### src/rtl/mem_cache.sv
// Direct-mapped, write-through, write-allocate word cache between the memory-access worker and memory.
// Optional hit/miss counters are compiled in with `define MEM_CACHE_STATS_EN.
module mem_cache #(
    parameter int INDEX_WIDTH = 6,
    parameter int ADDR_WIDTH  = 32
) (
    input  logic                  CLK,
    input  logic                  RST,
    input  logic                  REQ_ADDR_VALID,
    input  logic [ADDR_WIDTH-1:0] REQ_ADDR,
    input  logic                  REQ_DATA_VALID,
    input  logic [31:0]           REQ_DATA,
    output logic                  REQ_READY,
    output logic                  RESP_VALID,
    output logic [31:0]           RESP_DATA,
    input  logic                  RESP_READY,
    output logic                  MEM_SEND_ADDR_VALID,
    output logic [ADDR_WIDTH-1:0] MEM_SEND_ADDR,
    output logic                  MEM_SEND_DATA_VALID,
    output logic [31:0]           MEM_SEND_DATA,
    input  logic                  MEM_SEND_READY,
    input  logic                  MEM_RECEIVE_VALID,
    input  logic [31:0]           MEM_RECEIVE_DATA,
    output logic                  MEM_RECEIVE_READY
`ifdef MEM_CACHE_STATS_EN
    ,
    output logic [31:0]           HIT_COUNT,
    output logic [31:0]           MISS_COUNT
`endif
);
    localparam int TAG_W = ADDR_WIDTH - INDEX_WIDTH;
    localparam int LINES = 1 << INDEX_WIDTH;

    typedef enum logic [2:0] {
        S_IDLE, S_LOOKUP, S_MEM_SEND, S_MEM_RECEIVE, S_RESP
    } state_t;

    state_t                  r_state;
    logic [LINES-1:0]        r_valid;
    logic [TAG_W-1:0]        r_tag  [LINES];
    logic [31:0]             r_word [LINES];
    logic [ADDR_WIDTH-1:0]   r_addr;
    logic [31:0]             r_wdata;
    logic                    r_wr;
    logic [INDEX_WIDTH-1:0]  r_idx;

    logic [TAG_W-1:0]        w_tag;
    logic                    w_hit;
    logic                    w_fill;
    logic [31:0]             w_word;

    assign w_tag  = r_addr[ADDR_WIDTH-1:INDEX_WIDTH];
    assign w_hit  = r_valid[r_idx] && (r_tag[r_idx] == w_tag);
    assign w_fill = (r_state == S_MEM_RECEIVE) && MEM_RECEIVE_VALID && MEM_RECEIVE_READY;
    // Writes allocate with the requester's data; memory's write ack word is ignored.
    assign w_word = r_wr ? r_wdata : MEM_RECEIVE_DATA;

    // Line payload needs no reset: the valid bits gate every use of it.
    always_ff @(posedge CLK) begin
        if (w_fill) begin
            r_tag[r_idx]  <= w_tag;
            r_word[r_idx] <= w_word;
        end
    end

    always_ff @(posedge CLK) begin
        if (RST) begin
            r_state             <= S_IDLE;
            r_valid             <= '0;
            r_addr              <= '0;
            r_wdata             <= '0;
            r_wr                <= 1'b0;
            r_idx               <= '0;
            REQ_READY           <= 1'b0;
            RESP_VALID          <= 1'b0;
            RESP_DATA           <= '0;
            MEM_SEND_ADDR_VALID <= 1'b0;
            MEM_SEND_ADDR       <= '0;
            MEM_SEND_DATA_VALID <= 1'b0;
            MEM_SEND_DATA       <= '0;
            MEM_RECEIVE_READY   <= 1'b0;
`ifdef MEM_CACHE_STATS_EN
            HIT_COUNT           <= '0;
            MISS_COUNT          <= '0;
`endif
        end else begin
            case (r_state)
                S_IDLE: begin
                    if (REQ_ADDR_VALID && REQ_READY) begin
                        r_addr    <= REQ_ADDR;
                        r_wdata   <= REQ_DATA;
                        r_wr      <= REQ_DATA_VALID;
                        r_idx     <= REQ_ADDR[INDEX_WIDTH-1:0];
                        REQ_READY <= 1'b0;
                        r_state   <= S_LOOKUP;
                    end else begin
                        REQ_READY <= 1'b1;
                    end
                end
                S_LOOKUP: begin
                    if (!r_wr && w_hit) begin
                        RESP_DATA  <= r_word[r_idx];
                        RESP_VALID <= 1'b1;
                        r_state    <= S_RESP;
`ifdef MEM_CACHE_STATS_EN
                        if (HIT_COUNT != '1) HIT_COUNT <= HIT_COUNT + 32'd1;
`endif
                    end else begin
                        MEM_SEND_ADDR_VALID <= 1'b1;
                        MEM_SEND_ADDR       <= r_addr;
                        MEM_SEND_DATA_VALID <= r_wr;
                        MEM_SEND_DATA       <= r_wdata;
                        r_state             <= S_MEM_SEND;
`ifdef MEM_CACHE_STATS_EN
                        if (!r_wr && MISS_COUNT != '1) MISS_COUNT <= MISS_COUNT + 32'd1;
`endif
                    end
                end
                S_MEM_SEND: begin
                    if (MEM_SEND_READY) begin
                        MEM_SEND_ADDR_VALID <= 1'b0;
                        MEM_SEND_DATA_VALID <= 1'b0;
                        MEM_RECEIVE_READY   <= 1'b1;
                        r_state             <= S_MEM_RECEIVE;
                    end
                end
                S_MEM_RECEIVE: begin
                    if (MEM_RECEIVE_VALID) begin
                        MEM_RECEIVE_READY <= 1'b0;
                        r_valid[r_idx]    <= 1'b1;
                        RESP_DATA         <= w_word;
                        RESP_VALID        <= 1'b1;
                        r_state           <= S_RESP;
                    end
                end
                S_RESP: begin
                    if (RESP_READY) begin
                        RESP_VALID <= 1'b0;
                        r_state    <= S_IDLE;
                    end
                end
                default: r_state <= S_IDLE;
            endcase
        end
    end
endmodule

### config.mk
export PLATFORM = sky130hd
export DESIGN_NAME = mem_cache
export DESIGN_NICKNAME = d
export VERILOG_FILES = /design/src/rtl/mem_cache.sv
export SDC_FILE = /design/constraint.sdc
export NUM_CORES = 2
export LEC_CHECK = 0
export BUFFER_PORTS_ARGS = -buffer_cell sky130_fd_sc_hd__clkbuf_2
export CELL_PAD_IN_SITES_DETAIL_PLACEMENT = 1
export CELL_PAD_IN_SITES_GLOBAL_PLACEMENT = 2
export CORE_UTILIZATION = 45
export CTS_CLUSTER_DIAMETER = 60
export CTS_CLUSTER_SIZE = 24
export DETAILED_ROUTE_END_ITERATION = 10
export GPL_ROUTABILITY_DRIVEN = 0
export PLACE_DENSITY = 0.83
export SETUP_SLACK_MARGIN = 0.4
export SLEW_MARGIN = 20
export SYNTH_ARGS = -nofsm -noshare
export SYNTH_HDL_FRONTEND = slang
export SYNTH_SLANG_ARGS = --single-unit
export TNS_END_PERCENT = 100
### constraint.sdc
create_clock -name CLK -period 7.1 [get_ports CLK]
set_input_delay 1.775 -clock CLK [delete_from_list [all_inputs] [get_ports CLK]]
set_output_delay 1.775 -clock CLK [all_outputs]
set_load 0.03 [all_outputs]
==> summary.txt <==
Final setup fails: 0
Routed wire length: 481000 um
Hold-fix buffers, CTS: 0
Number of synthesized register bits: 3951
H-Tree Depth: 4
Setup Crit Path Kind: reg2reg
Clk_lat worst skew: 0.98 ns
Post-synthesis cell area: 152000 sq um
Row count: 213
Top cells by count, synth: 3712 x edfxtp_1, 1045 x mux4_2, 252 x mux2i_1
Worst path arrival time: 7.25 ns
GRT Residual Overflow: 0
Largest net degree at the start of global routing: 152
Final #Nets: 7402
First-pass DRT Iterations: 7
Num CTS Buffers: 230
Area contributors post-synth: edfxtp_1 73%, mux4_2 15%, dfxtp_1 3.1%, mux2i_1 1.7%, nand2b_1 0.58%
Fmax: 0.155 GHz
Hold Crit Start: r_valid[21]$_SDFFE_PP0P_
Peak supply drop: 0.241 mV
Top-area cell type share of the netlist area: 0.732
Pwr per Cell Area: 259 nW/um^2
1st-iter DRT viols: 12.5k
Met1 Usage GRT: 0.370
Post-Syn Instances: 6985
Reg clk slew, reported paths: 0.09 ns
RSZ-0062 raised after global routing: false
Die height: 584 um
Core Footprint: 337000 sq um
Synth Warn #: 0
Asr flop ratio synth: 0
Root buffer cell: clkbuf_16
Port bufs: 203
Biggest area consumer among synthesized cells: edfxtp_1
Tmin final: 6.46 ns
Slew Limit Fails: 0
GR Util met3: 0.0520
Critical path required time: 7.90 ns
Top-count cell post-synth: edfxtp_1
Clock sinks: 3951
Crit-path max FO: 39
Slowest stage delay, CP: 0.93 ns
CP endpoint kind: register
Global-route wire length before repair: 654000 um
Worst hold path type: reg2reg
Slew @ Worst Pin: 1.23 ns
Total number of vias: 79.5k
Post-CTS setup buffers: 0
Busiest grt layer: met2
Max_slew headroom: 0.178
Post-synth EDFFs: 3712
Initial antenna violation count: 13
Grt met2 use: 0.444
Area delta synth->final: 10.8%
Vias in the first global route: 80.1k
Share of cells above drive strength 1: 0.287
Critical path launch point type: register
Pleak: 0.0520 uW
Cell Chain, Critical Path: buf_4 > mux4_2 > a41o_1 > a2111oi_0 > o2111ai_1 > a311oi_1 > and4_1 > nand4b_1 > nor4_4 > buf_12 > a21oi_4 > buf_4 > mux2i_1
Status: finished, final reports clean
Routed len/inst: 40.0 um
Syn avg cell area: 21.8 sq um
Max cap viols: 0
Final period util: 0.909
Starting Density: 0.453
Setup TNS: 0 ns
Final HPWL DP: 267000 um
Post-synth cell types: 75
Final ANT Viol Nets: 0
Die width: 584 um
Hold Fails Final Rpt: 0
Total GRT Usage: 0.279
Worst Skew: 0.0710 ns
Via density: 6.62
CTS tree: yes
CP most frequent cell: buf_4
Post-synth top flop: edfxtp_1
# resized after CTS: 0
DRC violations left: 0
Slowest cell on the critical path: dfxtp_4
I/O pin total: 204
Pwr Total: 43700 uW
Syn nets: 7088
Post-synthesis sequential area ratio: 0.763
Die ar.: 341000 sq um
CTS Buffer Depth: 4
-- placed cells by master, fill, tap and decap left out, types with 31 or more instances in the layout --
master     Yosys  layout
a211oi_1      43      43
a21oi_1      167     166
a22oi_1       59      59
buf_12         0      74
buf_4         36     212
clkbuf_1     182      33
clkbuf_16      0     234
clkbuf_2       0     202
dfxtp_1      239     205
edfxtp_1    3712    3712
mux2_2        67      58
mux2i_1      252     252
mux4_2      1045    1045
nand2_1      227     227
nand2b_1     141     141
nand3_1       35      34
nor2_1       180     115
nor2_4         0      64
nor3_1        39      36
o21ai_0       31      31
o22ai_1       33      33
-- state kept, by name (all words and copies together), names as in the netlist, 3 cells and up, named ones only --
name,cells
r_addr,32
r_state,3
r_word,2048
r_wdata,32
MEM_SEND_ADDR,32
r_tag,1664
MEM_SEND_DATA,32
r_valid,64
RESP_DATA,32
-- per-stage QoR --
step	utilization	cells	setup WS [ns]	hold WS (ns)	instance area [sq um]
final	0.501	12000	0.643	0.475	169000
after global routing	0.501	12000	0.778	0.491	169000
after CTS	0.501	12000	0.717	0.479	169000
after detailed placement	0.477	11600	1.02	0.457	161000
after global placement	0.477	11600	1.05	0.441	160000
after floorplan	-	6985	1.48	0.428	152000
-- layer usage --
metal | routed length, um | up-vias
li1 | - | 29800
met2 | 227000 | 5801
met5 | 110 | -
met4 | 29100 | 16
met3 | 51800 | 1176
met1 | 172000 | 42800
-- layout make-up --
class / count / area, sq um
timing repair buffer: 493 / 4180
antenna: 4 / 10.0
clock inverter: 144 / 1890
tap: 4515 / 5650
fill: 29700 / 168000
sequential: 3951 / 116000
clock buffer: 275 / 6090
multi-input combinational: 2610 / 34600
inverter: 13 / 58.8
-- power breakdown --
group / total (uW) / leakage [uW] / internal (uW) / switching (uW)
logic: 2670 / 0.0113 / 1000 / 1660
registers: 25700 / 0.0368 / 25600 / 101
clock network: 15300 / 0.00388 / 7140 / 8200
-- cell families after synthesis --
logic type,after synthesis,synth area share
AND/OR/NAND/NOR,751,0.0242
AO/OA/AOI/OAI,470,0.0212
buffers and inverters,424,0.0138
flip-flops,3951,0.763
multiplexers,1364,0.176
XOR/XNOR,25,0.00144
-- critical path: cells and delay by family (launching register included) --
kind / cells / cell delay (ns)
AND/OR/NAND/NOR: 3 / 1.27
multiplexers: 2 / 0.77
buffers and inverters: 3 / 1.19
flip-flops: 1 / 0.93
AO/OA/AOI/OAI: 5 / 2.04
-- worst paths after layout --
path | endpoint | slack (ns) | depth (start not counted)
max | MEM_SEND_DATA[17]$_SDFFE_PP0P_ | 0.64 | 13
min | r_valid[21]$_SDFFE_PP0P_ | 0.47 | 2
max reg2reg | MEM_SEND_DATA[17]$_SDFFE_PP0P_ | 0.64 | 13
min reg2reg | r_valid[21]$_SDFFE_PP0P_ | 0.47 | 2
Note: power is estimated with default switching activity, not from simulation.
